**src/rtl/dram_port_arbiter.sv**
```systemverilog
// ---------------------------------------------------------------------------
// dram_port_arbiter
//
// Purpose:
//   N-port front-end for the DRAM controller user interface. Several masters
//   (core instruction/data paths, SD-card DMA, video fetch, ...) share a single
//   controller. The block contains three pieces:
//     - a round-robin arbiter that picks the next eligible requester,
//     - a one-deep command register that holds the command until the
//       controller accepts it,
//     - an in-order read-tag FIFO that remembers which port issued each read,
//       so that returned data can be steered back to that port.
//
// Parameters:
//   NUM_PORTS       number of requesting masters (1..8)
//   ADDR_WIDTH      DRAM user address width
//   DATA_WIDTH      DRAM data width
//   MASK_WIDTH      byte-mask width (DATA_WIDTH/8)
//   RD_OUTSTANDING  maximum reads in flight (power of 2, >= 2)
//
// Ports:
//   clock, resetn              clock and asynchronous active-low reset
//   p_ren / p_wen              per-port read / write request, held until p_ack
//   p_addr/p_wdata/p_wmask     per-port command fields, port i in slice i
//   p_ack                      one-cycle pulse: request of port i captured
//   p_rvalid / p_rdata         one-cycle pulse: p_rdata belongs to port i
//   dram_ren/dram_wen          command strobes towards the controller
//   dram_addr/wdata/wmask      command fields towards the controller
//   dram_busy                  controller cannot accept a command
//   dram_rdata(_valid)         read data returned by the controller
//   dram_init_calib_complete   controller calibration done
//   ready                      registered copy of dram_init_calib_complete
//   err_orphan                 sticky: read data arrived with no read tagged
//
// Optional feature (macro DRAM_ARB_PERF_EN):
//   Adds perf_grants (one saturating 32-bit grant counter per port) and
//   perf_stall_cycles (saturating count of cycles the command register is
//   blocked by dram_busy). Without the macro these ports do not exist.
// ---------------------------------------------------------------------------
module dram_port_arbiter #(
  parameter int NUM_PORTS      = 2,
  parameter int ADDR_WIDTH     = 27,
  parameter int DATA_WIDTH     = 128,
  parameter int MASK_WIDTH     = 16,
  parameter int RD_OUTSTANDING = 4
) (
  input  logic                             clock,
  input  logic                             resetn,
  input  logic [NUM_PORTS-1:0]             p_ren,
  input  logic [NUM_PORTS-1:0]             p_wen,
  input  logic [NUM_PORTS*ADDR_WIDTH-1:0]  p_addr,
  input  logic [NUM_PORTS*DATA_WIDTH-1:0]  p_wdata,
  input  logic [NUM_PORTS*MASK_WIDTH-1:0]  p_wmask,
  output logic [NUM_PORTS-1:0]             p_ack,
  output logic [NUM_PORTS-1:0]             p_rvalid,
  output logic [DATA_WIDTH-1:0]            p_rdata,
  output logic                             dram_ren,
  output logic                             dram_wen,
  output logic [ADDR_WIDTH-1:0]            dram_addr,
  output logic [DATA_WIDTH-1:0]            dram_wdata,
  output logic [MASK_WIDTH-1:0]            dram_wmask,
  input  logic                             dram_busy,
  input  logic [DATA_WIDTH-1:0]            dram_rdata,
  input  logic                             dram_rdata_valid,
  input  logic                             dram_init_calib_complete,
  output logic                             ready,
  output logic                             err_orphan
`ifdef DRAM_ARB_PERF_EN
  ,
  output logic [NUM_PORTS*32-1:0]          perf_grants,
  output logic [31:0]                      perf_stall_cycles
`endif
);

  localparam int ID_W  = (NUM_PORTS > 1) ? $clog2(NUM_PORTS) : 1;
  localparam int PTR_W = $clog2(RD_OUTSTANDING);
  localparam int CNT_W = PTR_W + 1;

  localparam logic [ID_W-1:0]  LAST_PORT = ID_W'(NUM_PORTS - 1);
  localparam logic [CNT_W-1:0] RD_LIMIT  = CNT_W'(RD_OUTSTANDING);

  // Calibration status register
  logic                  ready_q, ready_d;

  // One-deep command register
  logic                  cmd_valid_q, cmd_valid_d;
  logic                  cmd_is_read_q, cmd_is_read_d;
  logic [ADDR_WIDTH-1:0] cmd_addr_q, cmd_addr_d;
  logic [DATA_WIDTH-1:0] cmd_wdata_q, cmd_wdata_d;
  logic [MASK_WIDTH-1:0] cmd_wmask_q, cmd_wmask_d;
  logic [ID_W-1:0]       cmd_port_q, cmd_port_d;

  // Round-robin pointer: the port granted most recently
  logic [ID_W-1:0]       rr_q, rr_d;

  // Read-tag FIFO
  logic [ID_W-1:0]       tag_mem_q [RD_OUTSTANDING];
  logic [ID_W-1:0]       tag_mem_d [RD_OUTSTANDING];
  logic [PTR_W-1:0]      wr_ptr_q, wr_ptr_d;
  logic [PTR_W-1:0]      rd_ptr_q, rd_ptr_d;
  logic [CNT_W-1:0]      count_q, count_d;

  // Sticky orphan-data flag
  logic                  err_orphan_q, err_orphan_d;

  // Combinational helpers
  logic                  issue_ren;
  logic                  issue_wen;
  logic                  drain;
  logic                  rd_room;
  logic [NUM_PORTS-1:0]  eligible;
  logic                  capture_en;
  logic                  grant_found;
  logic [ID_W-1:0]       grant_id;
  logic                  grant_en;
  logic                  sel_is_read;
  logic [ADDR_WIDTH-1:0] sel_addr;
  logic [DATA_WIDTH-1:0] sel_wdata;
  logic [MASK_WIDTH-1:0] sel_wmask;
  logic                  fifo_empty;
  logic                  tag_push;
  logic                  tag_pop;
  logic [ID_W-1:0]       tag_head;

  // The command leaves the register the cycle the controller is not busy.
  assign issue_ren = cmd_valid_q &  cmd_is_read_q & ~dram_busy;
  assign issue_wen = cmd_valid_q & ~cmd_is_read_q & ~dram_busy;
  assign drain     = issue_ren | issue_wen;

  // A read pending in the command register already counts against the
  // outstanding limit, so the FIFO can never be pushed beyond full.
  assign rd_room  = (count_q + CNT_W'(cmd_valid_q & cmd_is_read_q)) < RD_LIMIT;
  assign eligible = p_wen | (p_ren & {NUM_PORTS{rd_room}});

  assign capture_en = ready_q & (~cmd_valid_q | drain);
  assign grant_en   = capture_en & grant_found;

  // Round-robin search: first eligible port numerically above the pointer,
  // otherwise the lowest eligible port (wrap-around). Descending loops leave
  // the lowest matching index in grant_id.
  always_comb begin
    grant_found = 1'b0;
    grant_id    = '0;
    for (int i = NUM_PORTS - 1; i >= 0; i--) begin
      if (eligible[i] && (ID_W'(i) > rr_q)) begin
        grant_found = 1'b1;
        grant_id    = ID_W'(i);
      end
    end
    if (!grant_found) begin
      for (int i = NUM_PORTS - 1; i >= 0; i--) begin
        if (eligible[i]) begin
          grant_found = 1'b1;
          grant_id    = ID_W'(i);
        end
      end
    end
  end

  // Command fields of the granted port. A simultaneous read and write from
  // one port is served as the write; the read stays pending at the master.
  always_comb begin
    sel_is_read = 1'b0;
    sel_addr    = '0;
    sel_wdata   = '0;
    sel_wmask   = '0;
    for (int i = 0; i < NUM_PORTS; i++) begin
      if (grant_id == ID_W'(i)) begin
        sel_is_read = ~p_wen[i];
        sel_addr    = p_addr[i*ADDR_WIDTH +: ADDR_WIDTH];
        sel_wdata   = p_wdata[i*DATA_WIDTH +: DATA_WIDTH];
        sel_wmask   = p_wmask[i*MASK_WIDTH +: MASK_WIDTH];
      end
    end
  end

  // Next state of the command register and round-robin pointer.
  always_comb begin
    ready_d       = dram_init_calib_complete;
    cmd_valid_d   = cmd_valid_q;
    cmd_is_read_d = cmd_is_read_q;
    cmd_addr_d    = cmd_addr_q;
    cmd_wdata_d   = cmd_wdata_q;
    cmd_wmask_d   = cmd_wmask_q;
    cmd_port_d    = cmd_port_q;
    rr_d          = rr_q;
    if (grant_en) begin
      cmd_valid_d   = 1'b1;
      cmd_is_read_d = sel_is_read;
      cmd_addr_d    = sel_addr;
      cmd_wdata_d   = sel_wdata;
      cmd_wmask_d   = sel_wmask;
      cmd_port_d    = grant_id;
      rr_d          = grant_id;
    end else if (drain) begin
      cmd_valid_d   = 1'b0;
    end
  end

  // Tag FIFO control. Returned data is only routed when a tag exists;
  // otherwise it is dropped and the orphan flag latches.
  assign fifo_empty = (count_q == '0);
  assign tag_push   = issue_ren;
  assign tag_pop    = dram_rdata_valid & ~fifo_empty;
  assign tag_head   = tag_mem_q[rd_ptr_q];

  // Next state of the tag FIFO. Pointers wrap naturally because the depth
  // is a power of two; push and pop together leave the count unchanged.
  always_comb begin
    tag_mem_d    = tag_mem_q;
    wr_ptr_d     = wr_ptr_q;
    rd_ptr_d     = rd_ptr_q;
    count_d      = count_q;
    err_orphan_d = err_orphan_q;
    if (tag_push) begin
      tag_mem_d[wr_ptr_q] = cmd_port_q;
      wr_ptr_d            = wr_ptr_q + PTR_W'(1);
    end
    if (tag_pop) begin
      rd_ptr_d = rd_ptr_q + PTR_W'(1);
    end
    if (tag_push && !tag_pop) begin
      count_d = count_q + CNT_W'(1);
    end else if (!tag_push && tag_pop) begin
      count_d = count_q - CNT_W'(1);
    end
    if (dram_rdata_valid && fifo_empty) begin
      err_orphan_d = 1'b1;
    end
  end

  // State registers. The pointer resets to the last port so that port 0
  // wins the first arbitration after reset.
  always_ff @(posedge clock or negedge resetn) begin
    if (!resetn) begin
      ready_q       <= 1'b0;
      cmd_valid_q   <= 1'b0;
      cmd_is_read_q <= 1'b0;
      cmd_addr_q    <= '0;
      cmd_wdata_q   <= '0;
      cmd_wmask_q   <= '0;
      cmd_port_q    <= '0;
      rr_q          <= LAST_PORT;
      wr_ptr_q      <= '0;
      rd_ptr_q      <= '0;
      count_q       <= '0;
      err_orphan_q  <= 1'b0;
      for (int k = 0; k < RD_OUTSTANDING; k++) begin
        tag_mem_q[k] <= '0;
      end
    end else begin
      ready_q       <= ready_d;
      cmd_valid_q   <= cmd_valid_d;
      cmd_is_read_q <= cmd_is_read_d;
      cmd_addr_q    <= cmd_addr_d;
      cmd_wdata_q   <= cmd_wdata_d;
      cmd_wmask_q   <= cmd_wmask_d;
      cmd_port_q    <= cmd_port_d;
      rr_q          <= rr_d;
      wr_ptr_q      <= wr_ptr_d;
      rd_ptr_q      <= rd_ptr_d;
      count_q       <= count_d;
      err_orphan_q  <= err_orphan_d;
      tag_mem_q     <= tag_mem_d;
    end
  end

  // Per-port strobes: the ack is decoded from the grant, the read-valid
  // from the FIFO head. Both are forced low while reset is asserted.
  always_comb begin
    p_ack    = '0;
    p_rvalid = '0;
    for (int i = 0; i < NUM_PORTS; i++) begin
      p_ack[i]    = resetn & grant_en & (grant_id == ID_W'(i));
      p_rvalid[i] = resetn & tag_pop  & (tag_head == ID_W'(i));
    end
  end

  // Remaining outputs, gated so that everything reads zero during reset.
  assign p_rdata    = resetn ? dram_rdata  : '0;
  assign dram_ren   = resetn & issue_ren;
  assign dram_wen   = resetn & issue_wen;
  assign dram_addr  = resetn ? cmd_addr_q  : '0;
  assign dram_wdata = resetn ? cmd_wdata_q : '0;
  assign dram_wmask = resetn ? cmd_wmask_q : '0;
  assign ready      = resetn & ready_q;
  assign err_orphan = resetn & err_orphan_q;

`ifdef DRAM_ARB_PERF_EN
  logic [31:0] perf_grant_q [NUM_PORTS];
  logic [31:0] perf_stall_q;

  // Saturating performance counters: grants per port and cycles in which a
  // command sits in the register while the controller is busy.
  always_ff @(posedge clock or negedge resetn) begin
    if (!resetn) begin
      perf_stall_q <= '0;
      for (int i = 0; i < NUM_PORTS; i++) begin
        perf_grant_q[i] <= '0;
      end
    end else begin
      if (cmd_valid_q && dram_busy && (perf_stall_q != 32'hFFFF_FFFF)) begin
        perf_stall_q <= perf_stall_q + 32'd1;
      end
      for (int i = 0; i < NUM_PORTS; i++) begin
        if (p_ack[i] && (perf_grant_q[i] != 32'hFFFF_FFFF)) begin
          perf_grant_q[i] <= perf_grant_q[i] + 32'd1;
        end
      end
    end
  end

  always_comb begin
    perf_grants = '0;
    for (int i = 0; i < NUM_PORTS; i++) begin
      perf_grants[i*32 +: 32] = perf_grant_q[i];
    end
  end

  assign perf_stall_cycles = perf_stall_q;
`endif

endmodule

```
**config.mk**
```make
export PLATFORM = sky130hd
export DESIGN_NAME = dram_port_arbiter
export DESIGN_NICKNAME = d
export VERILOG_FILES = /design/src/rtl/dram_port_arbiter.sv
export SDC_FILE = /design/constraint.sdc
export NUM_CORES = 1
export LEC_CHECK = 0
export ABC_AREA = 0
export CAP_MARGIN = 5
export CORE_AREA = 5 5 303 305
export CTS_BUF_LIST = sky130_fd_sc_hd__clkbuf_8
export CTS_CLUSTER_DIAMETER = 150
export CTS_CLUSTER_SIZE = 20
export DETAILED_ROUTE_END_ITERATION = 10
export DIE_AREA = 0 0 308 310
export PLACE_DENSITY_LB_ADDON = 0.1
export SYNTH_ARGS = -nofsm -noshare
export SYNTH_HDL_FRONTEND = slang
export SYNTH_SLANG_ARGS = --single-unit
```
**constraint.sdc**
```tcl
create_clock -name clock -period 2.3 [get_ports clock]
set_input_delay 0.345 -clock clock [delete_from_list [all_inputs] [get_ports clock]]
set_output_delay 0.345 -clock clock [all_outputs]
set_load 0.01 [all_outputs]
```
==> results.json <==
{
  "p_leak_nw": 8.96,
  "setup_viol": 35,
  "hp-class": "in -> async",
  "end_kind": "primary output",
  "fillers": 9466,
  "setup_ws_ns": -0.183,
  "maxSlewViolCount": 0,
  "worstPathBufferInverterCount": 2,
  "cts.reportedPaths.clkPinSlew_ns": 0.12,
  "rsz0062_at_grt": "yes",
  "timing.rr.end": "cmd_wdata_q[37]$_DFFE_PN0P_",
  "grt_pass1_vias": 12200,
  "coreArea_um2": 89000,
  "multi_input_area_um2": 6700,
  "finalCritPeriodShare_pct": 108,
  "synth.distinct_cells": 35,
  "grt_antenna_before_repair": 7,
  "cts_root_buf": "clkbuf_8",
  "path_common_cell": "buf_6",
  "synth-adder-area-share_pct": 0.763,
  "synth_edf_count": 0,
  "cpPeakStageDelay_ns": 0.37,
  "setup_tns_ns": -0.901,
  "grtUsageTotal_pct": 12.4,
  "worstPathRequired_ns": 1.96,
  "power.density_nw_per_um2": 834,
  "die_h_um": 310,
  "cts_buffer_depth": 2,
  "die_w_um": 308,
  "drt-vias-per-instance": 3.55,
  "finalClockSkew_ns": 0.0301,
  "initial_core_util_pct": 12.2,
  "grt_pass1_wl_um": 85900,
  "relSlewSlack_pct": 32.2,
  "synth_seq_area_share_pct": 43.5,
  "fp.dieArea_um2": 95500,
  "synthesis.area_um2": 10800,
  "antenna_left": 0,
  "synthArstFlopShare_pct": 100,
  "finalCriticalPeriod_ns": 2.48,
  "cp-start-kind": "flop",
  "via_count": 11500,
  "rrSetupSlack_ns": -0.05,
  "cp_slowest_cell": "dfrtp_1",
  "dr.pass1.iters": 4,
  "yosys.area_share.simple_pct": 24.8,
  "drive_gt1_share_pct": 16.0,
  "synth_xor_area_share_pct": 0.486,
  "numCtsBuffers": 17,
  "worst_r2r_path_depth": 11,
  "syn_avg_cell_area_um2": 9.32,
  "wire_per_inst_um": 19.7,
  "dpl.hpwl_um": 48800,
  "synth_mux_area_share_pct": 17.0,
  "mostFrequentLayoutCells": "767 x clkdlybuf4s50_1, 302 x and2_1, 186 x dfrtp_1",
  "outcome": "complete, but fails checks",
  "maxCapViolCount": 0,
  "synth_compound_area_share_pct": 8.46,
  "drc": 0,
  "whs_ns": 0.0686,
  "synth_top_family_by_area": "simple AND/OR/NAND/NOR gates",
  "violations": "negative setup slack",
  "hold_violations": 0,
  "tightest_slew_ns": 1.01,
  "fmax_mhz": 403,
  "overflow": 0,
  "p_total_w": 0.0194,
  "synthCells": 1161,
  "tritoncts": "yes",
  "numPortBuffers": 785,
  "cts_sinks": 188,
  "rows": 110,
  "cp.arrival_ns": 2.14,
  "synth.ff_latch_count": 188,
  "drt_iter0_drc": 400,
  "critPathTopFamily": "simple AND/OR/NAND/NOR gates",
  "final_common_cell": "clkdlybuf4s50_1",
  "crit_chain": "and4_4 -> mux2_4 -> nor3b_4 -> buf_6 -> nand2_4 -> nor2_4 -> buf_6",
  "synth_fp_nets": 1646,
  "regArea_um2": 4710,
  "worstPathMaxFanout": 2,
  "ios": 786,
  "htree_num_levels": 4,
  "finalWirelength_um": 63600,
  "critical_path_class": "reg -> out",
  "synthFlopType": "dfrtp_1",
  "clk_latency_ns": 0.56,
  "reg2reg_from": "cmd_valid_q$_DFFE_PN0P_",
  "fin_nets": 2519,
  "gp_congestion": 0.901,
  "syn_to_final_growth_pct": 115,
  "vdd_drop_max_v": 0.000355,
  "yosysWarnings": 0,
  "grt_max_degree": 63
}
[stage by stage]
| stage | setup slack (ns) | util, % | instances | instance area, um^2 |
|---|---|---|---|---|
| 2_1_floorplan | 0.121 | - | 1161 | 10800 |
| 6_report | -0.183 | 26.1 | 3227 | 23300 |
| 3_3_place_gp | -0.624 | 23.2 | 3133 | 20600 |
| 5_1_grt | -0.327 | 26.1 | 3225 | 23300 |
| 3_5_place_dp | -0.599 | 23.2 | 3133 | 20600 |
| 4_1_cts | -0.320 | 25.4 | 3216 | 22600 |
[timing repair]
| item | CTS | global route |
|---|---|---|
| gates resized for setup | 214 | 95 |
| hold buffers | 27 | 2 |
| gates cloned | 9 | 5 |
| pin swaps | 48 | 48 |
| setup buffers | 18 | 8 |
| endpoints found under the hold margin | 84 | 6 |
| setup endpoints to repair | 108 | 168 |
[worst max-delay path by stage]
stage | cells past startpoint | start | slack (ns) | end
6_report | 7 | cmd_valid_q$_DFFE_PN0P_ | -0.18 | p_ack[1]
5_1_grt | 7 | cmd_valid_q$_DFFE_PN0P_ | -0.33 | p_ack[1]
4_1_cts | 7 | count_q[0]$_DFFE_PN0P_ | -0.32 | p_ack[1]
3_5_place_dp | 8 | p_wen[1] | -0.60 | p_ack[1]
3_3_place_gp | 8 | p_wen[1] | -0.62 | p_ack[1]
2_1_floorplan | 7 | count_q[0]$_DFFE_PN0P_ | 0.12 | p_ack[1]
[cells in the mapped netlist, types with 2 or more instances]
library cell	instances	area share, %
a21oi_1	172	8.0
and2_1	302	17
and3_1	2	0.12
buf_2	36	1.7
buf_4	9	0.62
buf_6	11	1.1
clkbuf_1	37	1.3
dfrtp_1	187	43
ha_1	5	0.58
inv_1	6	0.21
mux2_2	7	0.73
mux2i_1	174	16
nand2_1	11	0.38
nor2_1	175	6.1
nor3_1	2	0.092
o21ai_0	2	0.092
xnor2_1	3	0.24
xor2_1	3	0.24
[report_power, final]
part | total, W | internal, W | switching [W]
Sequential | 0.00538 | 0.00466 | 0.000714
Clock | 0.00236 | 0.000810 | 0.00155
Combinational | 0.0117 | 0.00666 | 0.00501
[cell type report]
type                       instances  share of cell area, %
timing repair buffer             947                   42.9
antenna                            4                 0.0430
sequential                       188                   20.2
multi-input combinational        874                   28.8
clock inverter                    15                  0.640
tap                             1176                   6.32
inverter                           6                 0.0968
clock buffer                      17                   1.01
[flip-flops by register name, summed over array words and instances, names as in the netlist]
name	count
cmd_wdata_q	128
cmd_addr_q	27
cmd_wmask_q	16
tag_mem_q	4
count_q	3
rd_ptr_q	2
wr_ptr_q	2
cmd_is_read_q	1
cmd_port_q	1
cmd_valid_q	1
err_orphan_q	1
ready_q	1
rr_q	1
[worst reg2reg max path, cell delays in order (launching register included)]
cell and delay (ns):
dfrtp_1 0.40, and4_4 0.21, buf_6 0.13, mux2i_4 0.19
o211ai_4 0.26, buf_12 0.15, buf_6 0.09, buf_12 0.15
buf_12 0.16, buf_12 0.16, mux2i_4 0.25, a21oi_1 0.08
[logic make-up after synthesis]
group / Yosys count
muxes: 182
adders and majority gates: 6
AOI/OAI and AO/OA: 179
buffers and inverters: 99
DFF: 188
and+or+nand+nor: 501
xor gates and xnor gates: 6
[routing by layer]
metal,up-vias,GRT usage (%),wire length (um)
li1,5587,-,-
met1,5404,12.3,21900
met2,427,23.9,34500
met3,35,5.26,6010
met4,2,3.07,1200
met5,-,0,11
Power figures use the tool's default switching activity.
